**src/rtl/sparse_job_sequencer.sv**
```systemverilog
// Sparse job sequencer: steps a multi-tile job through weight load,
// activation fetch, sparse-core compute and a result handshake.
module sparse_job_sequencer #(
  parameter int CORE_LAT = 2,
  parameter int TILE_W   = 8
) (
  input  logic              aclk,
  input  logic              aresetn,
  input  logic              start,
  input  logic              abort,
  input  logic [TILE_W-1:0] tile_count,
  output logic              busy,
  output logic              done,
  output logic              wmem_rd,
  output logic [TILE_W+2:0] wmem_addr,
  input  logic [9:0]        wmem_rdata,
  input  logic              act_valid,
  output logic              act_ready,
  input  logic [31:0]       act_data,
  output logic              core_en,
  output logic [63:0]       core_w_val,
  output logic [15:0]       core_w_idx,
  output logic [31:0]       core_act,
  input  logic [79:0]       core_psum,
  output logic              res_valid,
  input  logic              res_ready,
  output logic [127:0]      res_data,
  output logic [TILE_W-1:0] res_tile
);

  typedef enum logic [2:0] {
    S_IDLE,
    S_LOAD,
    S_WAIT_ACT,
    S_COMPUTE,
    S_OUTPUT
  } state_e;

  localparam logic [3:0] LAT_LAST = 4'(CORE_LAT - 1);

  state_e              state_q, state_d;
  logic [TILE_W-1:0]   tile_q, count_q;
  logic [3:0]          k_q;        // LOAD cycle: 0..7 issue reads, 1..8 capture
  logic [3:0]          lat_q;      // COMPUTE cycle counter
  logic [7:0]          w_val_q [8];
  logic [1:0]          w_idx_q [8];
  logic [31:0]         act_q;
  logic [127:0]        res_data_q;
  logic [TILE_W-1:0]   res_tile_q;
  logic                done_q;
  logic                last_tile;

  assign last_tile = (tile_q == count_q - TILE_W'(1));

  // State register.
  // NOTE: every clocked process uses non-blocking assignments so all
  // registers update from the same pre-edge values.
  always_ff @(posedge aclk or negedge aresetn) begin
    if (!aresetn) state_q <= S_IDLE;
    else          state_q <= state_d;
  end

  // Next-state decode and state-derived strobes; abort wins over everything.
  // NOTE: every output of this block gets a default first so no latch is
  // inferred on paths that do not assign it.
  always_comb begin
    state_d   = state_q;
    busy      = (state_q != S_IDLE);
    wmem_rd   = 1'b0;
    wmem_addr = '0;
    act_ready = (state_q == S_WAIT_ACT);
    core_en   = (state_q == S_COMPUTE);
    res_valid = (state_q == S_OUTPUT);
    if (state_q == S_LOAD && k_q < 4'd8) begin
      wmem_rd   = 1'b1;
      wmem_addr = {tile_q, k_q[2:0]};
    end
    if (abort && state_q != S_IDLE) begin
      state_d = S_IDLE;
    end else begin
      unique case (state_q)
        S_IDLE:     if (start && tile_count != '0) state_d = S_LOAD;
        S_LOAD:     if (k_q == 4'd8)               state_d = S_WAIT_ACT;
        S_WAIT_ACT: if (act_valid)                 state_d = S_COMPUTE;
        S_COMPUTE:  if (lat_q == LAT_LAST)         state_d = S_OUTPUT;
        S_OUTPUT:   if (res_ready)                 state_d = last_tile ? S_IDLE : S_LOAD;
        default:                                   state_d = S_IDLE;
      endcase
    end
  end

  // Job bookkeeping, weight/activation capture and result capture.
  // NOTE: the weight table is reset along with the other registers because
  // it drives core outputs that must read zero during reset.
  always_ff @(posedge aclk or negedge aresetn) begin
    if (!aresetn) begin
      tile_q     <= '0;
      count_q    <= '0;
      k_q        <= '0;
      lat_q      <= '0;
      act_q      <= '0;
      res_data_q <= '0;
      res_tile_q <= '0;
      done_q     <= 1'b0;
      for (int k = 0; k < 8; k++) begin
        w_val_q[k] <= '0;
        w_idx_q[k] <= '0;
      end
    end else begin
      done_q <= 1'b0;
      k_q    <= (state_q == S_LOAD && state_d == S_LOAD) ? k_q + 4'd1 : '0;
      lat_q  <= (state_q == S_COMPUTE && state_d == S_COMPUTE) ? lat_q + 4'd1 : '0;

      if (state_q == S_IDLE && start) begin
        if (tile_count == '0) begin
          done_q <= 1'b1;
        end else begin
          count_q <= tile_count;
          tile_q  <= '0;
        end
      end

      if (!abort) begin
        // Read data for entry k-1 arrives one cycle after its strobe.
        if (state_q == S_LOAD && k_q != 4'd0) begin
          w_val_q[3'(k_q - 4'd1)] <= wmem_rdata[7:0];
          w_idx_q[3'(k_q - 4'd1)] <= wmem_rdata[9:8];
        end
        if (state_q == S_WAIT_ACT && act_valid) act_q <= act_data;
        if (state_q == S_COMPUTE && lat_q == LAT_LAST) begin
          for (int i = 0; i < 4; i++) begin
            res_data_q[32*i +: 32] <= {{12{core_psum[20*i+19]}}, core_psum[20*i +: 20]};
          end
          res_tile_q <= tile_q;
        end
        if (state_q == S_OUTPUT && res_ready) begin
          if (last_tile) done_q <= 1'b1;
          else           tile_q <= tile_q + TILE_W'(1);
        end
      end
    end
  end

  // Flatten the weight table onto the core buses.
  always_comb begin
    core_w_val = '0;
    core_w_idx = '0;
    for (int k = 0; k < 8; k++) begin
      core_w_val[8*k +: 8] = w_val_q[k];
      core_w_idx[2*k +: 2] = w_idx_q[k];
    end
  end

  assign core_act = act_q;
  assign res_data = res_data_q;
  assign res_tile = res_tile_q;
  assign done     = done_q;

endmodule

```
**config.mk**
```make
export PLATFORM = sky130hd
export DESIGN_NAME = sparse_job_sequencer
export DESIGN_NICKNAME = d
export VERILOG_FILES = /design/src/rtl/sparse_job_sequencer.sv
export SDC_FILE = /design/constraint.sdc
export NUM_CORES = 1
export LEC_CHECK = 0
export CORE_AREA = 2 2 158 160
export CTS_BUF_LIST = sky130_fd_sc_hd__clkbuf_16
export DETAILED_ROUTE_END_ITERATION = 6
export DIE_AREA = 0 0 160 162
export GPL_ROUTABILITY_DRIVEN = 1
export PLACE_DENSITY = 0.84
export SLEW_MARGIN = 20
export SYNTH_ARGS = -nofsm -noshare
export SYNTH_HDL_FRONTEND = slang
export SYNTH_SLANG_ARGS = --single-unit
```
**constraint.sdc**
```tcl
create_clock -name aclk -period 3.4 [get_ports aclk]
set_input_delay 0.68 -clock aclk [delete_from_list [all_inputs] [get_ports aclk]]
set_output_delay 0.68 -clock aclk [all_outputs]
set_load 0.005 [all_outputs]
```
==> results_dict.tcl <==
set metrics [dict create \
    status "finished, final reports clean" \
    synth-seq-cells 228 \
    grt_pass1_vias 7169 \
    vias 6855 \
    yosys_warnings 0 \
    finalClockSkew_ps 29.95 \
    drv_cap 0 \
    wl_um 25790 \
    grt_pass1_wl_um 39740 \
    htree_levels 1 \
    die_h_um 162 \
    cp_slowest_cell "or3b_1" \
    synth-xor-area-share_pct 1.179 \
    synth-adder-area-share_pct 0.7774 \
    synth_cell_types 53 \
    r2r_slack_ps 720 \
    syn_inst 695 \
    slew_violations 0 \
    first_pass_iters 6 \
    cts_tree "built" \
    overflow 0 \
    crit_type "register to output port" \
    post-route-min-period_ps 3200 \
    synth_nets 837 \
    critical_path.endpoint_type "output port" \
    core_area_sq_mm 0.02411 \
    viasPerCell 4.928 \
    clockBufferDepth 3 \
    cts_setup_buffers 0 \
    synth-edff-count 0 \
    synth_compound_area_share_pct 2.332 \
    wl_met2_um 13040 \
    fin_hold_ws_ps 60.44 \
    r2r_cells 8 \
    clkLatencyLatePin_ps 540 \
    antenna_found_initial 0 \
    num_antenna_cells 0 \
    gp_congestion 0.7926 \
    rows 57 \
    regToRegEndpoint "tile_q[0]" \
    holdBufCountCts 0 \
    drive_above_1_share_pct 23.15 \
    fillerInstances 1871 \
    root_buffer "clkbuf_16" \
    hold_viol_final 0 \
    cts_inserted_buffers 25 \
    cp_max_fo 10 \
    ys.flop_type "dfrtp_1" \
    critPathMaxStageDelay_ps 530 \
    finalSetupViolations 0 \
    ir_drop_uv 503.0 \
    yosys.area_share.simple_pct 7.243 \
    postRouteAntennaNets 0 \
    design.die.area_sq_mm 0.02592 \
    path_clk_slew_ps 60 \
    power_density_mw_per_mm2 542.3 \
    yosysSeqAreaShare_pct 59.08 \
    wl_per_cell_um 18.54 \
    final.setup.tns_ps 0 \
    cts.sinks 228 \
    wirelength_met1_um 9811 \
    p_leak_nw 6.337 \
    post-route-period-util_pct 94.11 \
    hold_path.class "input pin to asynchronous set/reset pin" \
    avgSynthCellArea_sq_um 13.89 \
    syn_area_sq_mm 0.009657 \
    synthMuxAreaShare_pct 23.94 \
    grt_start_max_net_pins 77 \
    rsz0062_at_grt "no" \
    crit_required_ps 2720 \
    drc 0 \
    initial_core_util_pct 40.06 \
    areaGrowthSynthToFinish_pct 48.99 \
    drt_first_iter_violations 235 \
    worstMarginPinSlew_ps 623.3 \
    synth-async-reset-ratio_pct 100.0 \
    r2r_start "count_q[0]" \
    dp.final_hpwl_um 19080 \
    critPathLaunchType "register" \
    top_level_ports 401 \
    cp_cell_sequence "or3b_1, nor2_2, and2_1, clkdlybuf4s50_1" \
    nNetsFinal 1194 \
    arrival_ps 2520 \
    synth_top_family_by_area "multiplexers" \
    wl_met3_um 2174 \
    io_buffers 400 \
    grt_usage_pct 19.17 \
    max_freq_mhz 312.5 \
    fp.dieW_um 160 \
    routed.top_layer "met4" \
    slew-limit-headroom_pct 58.44 \
]
## stage by stage
step	setup WS (ps)	cell area (sq um)	instances	power (mW)	util [%]
after floorplan	1028	9657	695	4.260	-
after global placement	672.5	13680	1349	5.373	56.74
after detailed placement	607.5	13680	1349	5.455	56.74
after CTS	37.76	14390	1391	7.879	59.68
after global routing	81.67	14390	1391	8.172	59.69
final	200.4	14390	1391	7.803	59.69
## cell usage after synthesis (2+ instances only)
master / n / area, sq um
and3_1: 3 / 18.77
nand3b_1: 4 / 30.03
mux2_2: 200 / 2252
or4_1: 2 / 15.01
nor3_1: 7 / 35.03
inv_1: 9 / 33.78
o21ai_0: 3 / 15.01
nand4_1: 5 / 31.28
nor3b_1: 4 / 30.03
a22o_1: 3 / 26.28
a211oi_1: 2 / 15.01
o31ai_1: 4 / 30.03
mux2i_1: 6 / 60.06
a21boi_1: 2 / 15.01
dfrtp_1: 228 / 5705
buf_2: 9 / 45.04
o22ai_1: 2 / 12.51
nor2b_1: 3 / 18.77
nand2_1: 42 / 157.7
ha_1: 6 / 75.07
a21oi_1: 3 / 15.01
xor2_1: 6 / 52.55
and2_1: 14 / 87.58
nor2_4: 3 / 33.78
nor4_1: 6 / 37.54
nor2_1: 16 / 60.06
nand2b_1: 5 / 31.28
nand3_1: 3 / 15.01
clkbuf_1: 17 / 63.81
buf_4: 49 / 367.9
xnor2_1: 7 / 61.31
## cells by family after synthesis
family / Yosys count
compound gates: 29
xor+xnor: 13
fa+ha+maj: 6
buf+inv: 86
flops: 228
mux: 206
simple gates: 127
## report_power, final
| group | total [mW] | switching [mW] | leakage [nW] | internal (mW) |
|---|---|---|---|---|
| clock network | 2.38 | 1.06 | 0.374 | 1.32 |
| logic | 1.98 | 0.741 | 2.93 | 1.24 |
| registers | 3.44 | 0.315 | 3.03 | 3.12 |
| total | 7.80 | 2.11 | 6.34 | 5.69 |
## worst max-delay path: cells and delay by family, from the launching register on
| family | cells | cell delay [ps] |
|---|---|---|
| buffers and inverters | 1 | 490 |
| flip-flops | 1 | 460 |
| AND/OR/NAND/NOR | 3 | 1030 |
## flip-flops by register name (all words and copies together) (netlist names)
| name | flops |
|---|---|
| state_q | 3 |
| tile_q | 8 |
| count_q | 8 |
| res_tile | 8 |
| res_data | 80 |
| lat_q | 4 |
| k_q | 4 |
| done | 1 |
| core_w_idx | 16 |
| core_act | 32 |
| core_w_val | 64 |
## placed cells by master, fill, tap and decap left out, types with 4 or more instances in the layout
| cell | count |
|---|---|
| nand4_1 | 5 |
| nor4_1 | 6 |
| clkinv_1 | 7 |
| mux2i_1 | 6 |
| nand2b_1 | 5 |
| nand3b_1 | 4 |
| dfrtp_1 | 228 |
| xor2_1 | 6 |
| nor3b_1 | 4 |
| clkdlybuf4s50_1 | 399 |
| o31ai_1 | 4 |
| inv_1 | 16 |
| xnor2_1 | 7 |
| clkbuf_16 | 25 |
| and2_1 | 14 |
| buf_4 | 4 |
| nand2_1 | 42 |
| ha_1 | 6 |
| mux2_2 | 200 |
| nor2_1 | 14 |
| nor3_1 | 7 |
| nor2_4 | 4 |
## layout make-up
cell class / instances / area [sq um] / share of cell area [%]
well taps: 324 / 405.4 / 2.818
inverters: 9 / 33.78 / 0.2348
clock buffers: 25 / 625.6 / 4.348
flip-flops and latches: 228 / 5705 / 39.66
clock inverters: 17 / 82.58 / 0.5740
multi-input cells: 381 / 3436 / 23.88
repair buffers: 407 / 4099 / 28.49
## worst max-delay path by stage
stage               start             to  slack, ps  depth (start not counted)
2_1_floorplan  count_q[1]      tile_q[0]       1030                         10
3_3_place_gp   state_q[1]   wmem_addr[4]        670                          4
3_5_place_dp   state_q[1]   wmem_addr[6]        610                          4
4_1_cts        state_q[1]   wmem_addr[6]         40                          4
5_1_grt        state_q[1]  wmem_addr[10]         80                          4
6_report       state_q[1]   wmem_addr[3]        200                          4
## per-layer routing
metal  up-vias  GRT usage, %
met5         -             0
met4         0         6.347
met3        62         6.231
met2       303         34.12
met1      3400         21.88
li1       3090             -
## what timing repair did
item,in CTS,in global routing
gates resized for setup,0,1
setup endpoints to repair,0,9
hold endpoints to repair,0,0
No activity file was read; power rests on OpenSTA's default activity.
